--- config.mk ---
export PLATFORM = sky130hd
export DESIGN_NAME = mem_arbiter
export DESIGN_NICKNAME = d
export VERILOG_FILES = /design/src/rtl/mem_arbiter.sv
export SDC_FILE = /design/constraint.sdc
export NUM_CORES = 1
export LEC_CHECK = 0
export BUFFER_PORTS_ARGS = -buffer_cell sky130_fd_sc_hd__clkbuf_2
export CAP_MARGIN = 30
export CELL_PAD_IN_SITES_DETAIL_PLACEMENT = 1
export CELL_PAD_IN_SITES_GLOBAL_PLACEMENT = 2
export CORE_MARGIN = 10
export CORE_UTILIZATION = 31
export DETAILED_ROUTE_END_ITERATION = 10
export PLACE_DENSITY = 0.95
export SLEW_MARGIN = 25
export SYNTH_ARGS = -nofsm -noshare
export SYNTH_HDL_FRONTEND = slang
export SYNTH_SLANG_ARGS = --single-unit
--- constraint.sdc ---
create_clock -name clk -period 5.3 [get_ports clk]
set_input_delay 0.795 -clock clk [delete_from_list [all_inputs] [get_ports clk]]
set_output_delay 0.795 -clock clk [all_outputs]
set_load 0.02 [all_outputs]
--- src/rtl/mem_arbiter.sv ---
// Two-requester arbiter (instruction fetch / data memory) in front of one shared
// memory port: registered launch, bounded wait for mem_done, sticky error flag.
module mem_arbiter #(
  parameter int TIMEOUT = 15
) (
  input  logic        clk,
  input  logic        rst,
  input  logic        if_req,
  input  logic [15:0] if_addr,
  output logic [15:0] if_rdata,
  output logic        if_done,
  output logic        if_stall,
  input  logic        dm_req,
  input  logic        dm_wr,
  input  logic [15:0] dm_addr,
  input  logic [15:0] dm_wdata,
  output logic [15:0] dm_rdata,
  output logic        dm_done,
  output logic        dm_stall,
  output logic        mem_en,
  output logic        mem_wr,
  output logic [15:0] mem_addr,
  output logic [15:0] mem_wdata,
  input  logic [15:0] mem_rdata,
  input  logic        mem_done,
  output logic        err
);

  typedef enum logic [1:0] {
    IDLE    = 2'd0,
    BUSY_IF = 2'd1,
    BUSY_DM = 2'd2
  } state_t;

  localparam logic [3:0] TIMEOUT_CNT = 4'(TIMEOUT);

  state_t      state_q, state_d;
  logic [3:0]  cnt_q, cnt_d;
  logic        last_dm_q, last_dm_d;
  logic        mem_en_d, mem_wr_d;
  logic [15:0] mem_addr_d, mem_wdata_d;
  logic [15:0] if_rdata_d, dm_rdata_d;
  logic        if_done_d, dm_done_d;
  logic        err_d;

  logic        if_pend, dm_pend, grant_dm;

  // A side whose done is high this cycle has already been served; its
  // still-high request must not win arbitration again.
  assign if_pend  = if_req && !if_done;
  assign dm_pend  = dm_req && !dm_done;
  assign if_stall = if_pend;
  assign dm_stall = dm_pend;

  // DM wins a tie unless it was granted last time.
  assign grant_dm = dm_pend && (!if_pend || !last_dm_q);

  // NOTE: every always_comb output gets a default first so no path leaves it unassigned (no latch).
  always_comb begin
    state_d     = state_q;
    cnt_d       = cnt_q;
    last_dm_d   = last_dm_q;
    mem_en_d    = 1'b0;
    mem_wr_d    = mem_wr;
    mem_addr_d  = mem_addr;
    mem_wdata_d = mem_wdata;
    if_rdata_d  = if_rdata;
    dm_rdata_d  = dm_rdata;
    if_done_d   = 1'b0;
    dm_done_d   = 1'b0;
    err_d       = err;

    case (state_q)
      IDLE: begin
        if (mem_done) begin
          err_d = 1'b1;
        end
        if (grant_dm) begin
          state_d     = BUSY_DM;
          mem_en_d    = 1'b1;
          mem_wr_d    = dm_wr;
          mem_addr_d  = dm_addr;
          mem_wdata_d = dm_wdata;
          cnt_d       = 4'd1;
          last_dm_d   = 1'b1;
        end else if (if_pend) begin
          state_d    = BUSY_IF;
          mem_en_d   = 1'b1;
          mem_wr_d   = 1'b0;
          mem_addr_d = if_addr;
          cnt_d      = 4'd1;
          last_dm_d  = 1'b0;
        end
      end

      BUSY_IF, BUSY_DM: begin
        // mem_done has priority: a response in the TIMEOUT-th cycle still counts.
        if (mem_done || cnt_q == TIMEOUT_CNT) begin
          state_d = IDLE;
          cnt_d   = 4'd0;
          if (!mem_done) begin
            err_d = 1'b1;
          end
          if (state_q == BUSY_IF) begin
            if_done_d  = 1'b1;
            if_rdata_d = mem_done ? mem_rdata : 16'h0000;
          end else begin
            dm_done_d = 1'b1;
            if (!mem_wr) begin
              dm_rdata_d = mem_done ? mem_rdata : 16'h0000;
            end
          end
        end else begin
          cnt_d = cnt_q + 4'd1;
        end
      end

      default: begin
        state_d = IDLE;
      end
    endcase
  end

  // NOTE: sequential state uses non-blocking assignments so all registers update together at the edge.
  always_ff @(posedge clk or posedge rst) begin
    if (rst) begin
      state_q   <= IDLE;
      cnt_q     <= 4'd0;
      last_dm_q <= 1'b0;
      mem_en    <= 1'b0;
      mem_wr    <= 1'b0;
      mem_addr  <= 16'h0000;
      mem_wdata <= 16'h0000;
      if_rdata  <= 16'h0000;
      dm_rdata  <= 16'h0000;
      if_done   <= 1'b0;
      dm_done   <= 1'b0;
      err       <= 1'b0;
    end else begin
      state_q   <= state_d;
      cnt_q     <= cnt_d;
      last_dm_q <= last_dm_d;
      mem_en    <= mem_en_d;
      mem_wr    <= mem_wr_d;
      mem_addr  <= mem_addr_d;
      mem_wdata <= mem_wdata_d;
      if_rdata  <= if_rdata_d;
      dm_rdata  <= dm_rdata_d;
      if_done   <= if_done_d;
      dm_done   <= dm_done_d;
      err       <= err_d;
    end
  end

endmodule

==> qor.json <==
{
  "run_status": "finished, final reports clean",
  "clock_tree_from_tritoncts": "yes",
  "achievable_frequency_mhz": 476,
  "initial_utilization_pct": 31.8,
  "ys_seq_area_share_pct": 61.1,
  "post-synth-top-count-cell": "dfrtp_1",
  "synth_fp_nets": 310,
  "number_of_top_level_pins": 141,
  "max_slew.worst_pin.slew_ns": 0.807,
  "maxCapViolCount": 0,
  "core_area_um2": 9770,
  "place.gp.congestion": 0.724,
  "nNetsFinal": 451,
  "cts.sinks": 76,
  "share_of_post_route_cells_with_drive_strength_above_1_pct": 46.6,
  "synth-async-reset-ratio_pct": 100,
  "vias": 2409,
  "timing.final.crit_period_ns": 2.10,
  "detail_route.vias_per_cell": 4.68,
  "worst_path_arrival_time_ns": 1.31,
  "slew-limit-headroom_pct": 46.1,
  "clock_tree.root_cell": "clkbuf_8",
  "cts_inserted_buffers": 9,
  "setup.worst_path.class": "in2out",
  "routed_wire_length_per_instance_um": 18.0,
  "clk_path_buf_depth": 2,
  "area.growth.synth_to_final_pct": 34.2,
  "place_hpwl_um": 6920,
  "ys.flop_type": "dfrtp_1",
  "ctsHoldBuffers": 0,
  "setup_tns_ns": 0,
  "clock-skew-final_ns": 0.0139,
  "grt_antenna_before_repair": 0,
  "whs_path_depth": 2,
  "final_count_of_hold_timing_violations": 0,
  "ys_warn_count": 0,
  "cellPowerDensity_nw_per_um2": 665,
  "synth_top_family_by_area": "compound AO/OA/AOI/OAI gates",
  "final_antenna_net_count": 0,
  "grt_pass1_wl_um": 15100,
  "synth_fa_ha_area_share_pct": 1.61,
  "synth-edff-count": 0,
  "die_width_um": 120,
  "synth-xor-area-share_pct": 0,
  "cts_setup_buffers": 0,
  "critical_path.startpoint": "if_req",
  "netlist.top_cell.by_area": "dfrtp_1",
  "non_filler_instances": 515,
  "yosysTopAreaCellShare_pct": 61.1,
  "required_ns": 4.51,
  "clk-insertion-delay-late_ns": 0.35,
  "cell_area_after_technology_mapping_um2": 3110,
  "power.ir.vdd_worst_v": 0.000253,
  "layout_worst_path_cycle_share_pct": 39.6,
  "finalMaxSlewViolations": 0,
  "hold_class": "reg2reg",
  "post_synth_and_or_nand_nor_area_fraction_pct": 5.71,
  "final-setup-viol-count": 0,
  "synth.top_cells.by_area": "dfrtp_1, a22o_1, mux2i_1",
  "die_h_um": 120,
  "grt_max_degree": 77,
  "routed_wire_length_um": 9250,
  "critical_path.startpoint_type": "input pin",
  "synth-seq-cells": 76,
  "die-area_um2": 14400,
  "placed_cells_incl_taps": 499,
  "muxShareOfSynthArea_pct": 11.3,
  "min_to": "mem_addr[13]$_DFFE_PP0P_",
  "grt_setup_unrepaired": "no",
  "hp_start": "mem_addr[13]$_DFFE_PP0P_",
  "power.leakage_nw": 2.16,
  "r2r.worst_path.cells": 5,
  "synth_top_cells_by_count": "dfrtp_1, a22o_1, nand2_1",
  "cts.clk_slew.worst_paths_ns": 0.08,
  "grt_usage_pct": 12.9,
  "dr.first_iter.drc_count": 112,
  "crit_path_max_fanout": 4,
  "floorplan.rows": 36,
  "critical_path.reg2reg.endpoint": "mem_wdata[6]$_DFFE_PP0P_",
  "r2r_start": "state_q[1]$_DFFE_PP0P_",
  "first_global_vias": 2828,
  "synthesis.area_per_instance_um2": 13.2,
  "synth.lib_cells_used.distinct": 31,
  "cts_repair_resizes": 0,
  "htree_levels": 3,
  "synth_compound_area_share_pct": 16.5,
  "first_pass_iters": 4,
  "grt_overflow_total": 0,
  "antenna-diode-count": 0,
  "drc": 0,
  "syn_inst": 236,
  "placement.io_buffers": 140,
  "crit_path_end_kind": "output pin",
  "setup.reg_to_reg.worst_slack_ns": 3.30
}
[area by class of cell]
class | count | area, µm²
fillers | 1112 | 5600
flip-flops and latches | 76 | 1900
multi-input cells | 138 | 1100
repair buffers | 142 | 719
well taps | 133 | 166
clock buffers | 12 | 155
clock inverters | 4 | 95.1
inverters | 10 | 38.8
[per-layer routing]
layer	track usage [%]	vias up	wire length, µm
met2	21.4	84	4470
met4	5.66	0	145
met1	15.0	1186	4020
li1	-	1129	-
met5	0	-	0
met3	4.19	10	610
[logic make-up after synthesis]
group	after synthesis
flops	76
buf+inv	22
fa+ha+maj	4
simple gates	34
mux	33
compound gates	67
[placed cells by master, fill, tap and decap left out, types with 2 or more instances in the layout]
cell,n
clkbuf_2,140
dfrtp_1,76
a22o_1,33
nand2_1,20
mux2i_1,16
clkbuf_8,11
o21ai_1,10
o21ai_0,10
mux2_2,9
mux2_1,8
inv_1,7
nand2b_1,4
ha_1,4
bufinv_16,3
nand2b_4,2
inv_2,2
a21oi_4,2
a21o_1,2
a31oi_1,2
a31o_2,2
a21oi_1,2
o31ai_1,2
nor2_1,2
clkinv_2,2
[per-stage QoR]
| stage | instance area, µm² | utilization (%) | worst slack, ns | power, mW | hold WS (ns) |
|---|---|---|---|---|---|
| after floorplan | 3110 | - | 2.57 | 1.82 | 0.476 |
| after global placement | 3920 | 40.1 | 3.06 | 2.21 | 0.462 |
| after detailed placement | 3920 | 40.1 | 3.06 | 2.27 | 0.474 |
| after CTS | 4170 | 42.7 | 3.19 | 2.83 | 0.493 |
| after global routing | 4180 | 42.7 | 3.16 | 2.97 | 0.519 |
| final | 4180 | 42.7 | 3.20 | 2.78 | 0.488 |
[state kept, by name, indices dropped and copies added (netlist names)]
signal,count
dm_rdata,16
if_rdata,16
mem_addr,16
mem_wdata,16
cnt_q,4
state_q,2
dm_done,1
err,1
if_done,1
last_dm_q,1
mem_en,1
mem_wr,1
[worst max-delay path, cell delays in order]
cell      delay [ns]
clkbuf_2        0.11
nand2b_4        0.07
inv_2           0.13
clkbuf_2        0.20
[report_power, final]
part	total [mW]	internal (mW)	switching, mW
sequential	1.01	0.848	0.161
combinational	1.22	0.463	0.757
clock	0.549	0.338	0.211
[how the worst max path moves through the flow]
stage               slack (ns)  depth (start not counted)                        to
floorplan                 2.57                          1      cnt_q[0]$_DFFE_PP0P_
global placement          3.06                          3   dm_rdata[3]$_DFFE_PP0P_
detailed placement        3.06                          6  mem_wdata[6]$_DFFE_PP0P_
CTS                       3.19                          4                  if_stall
global route              3.16                          5  mem_wdata[6]$_DFFE_PP0P_
finish                    3.20                          4                  if_stall
No activity file was read; power rests on OpenSTA's default activity.
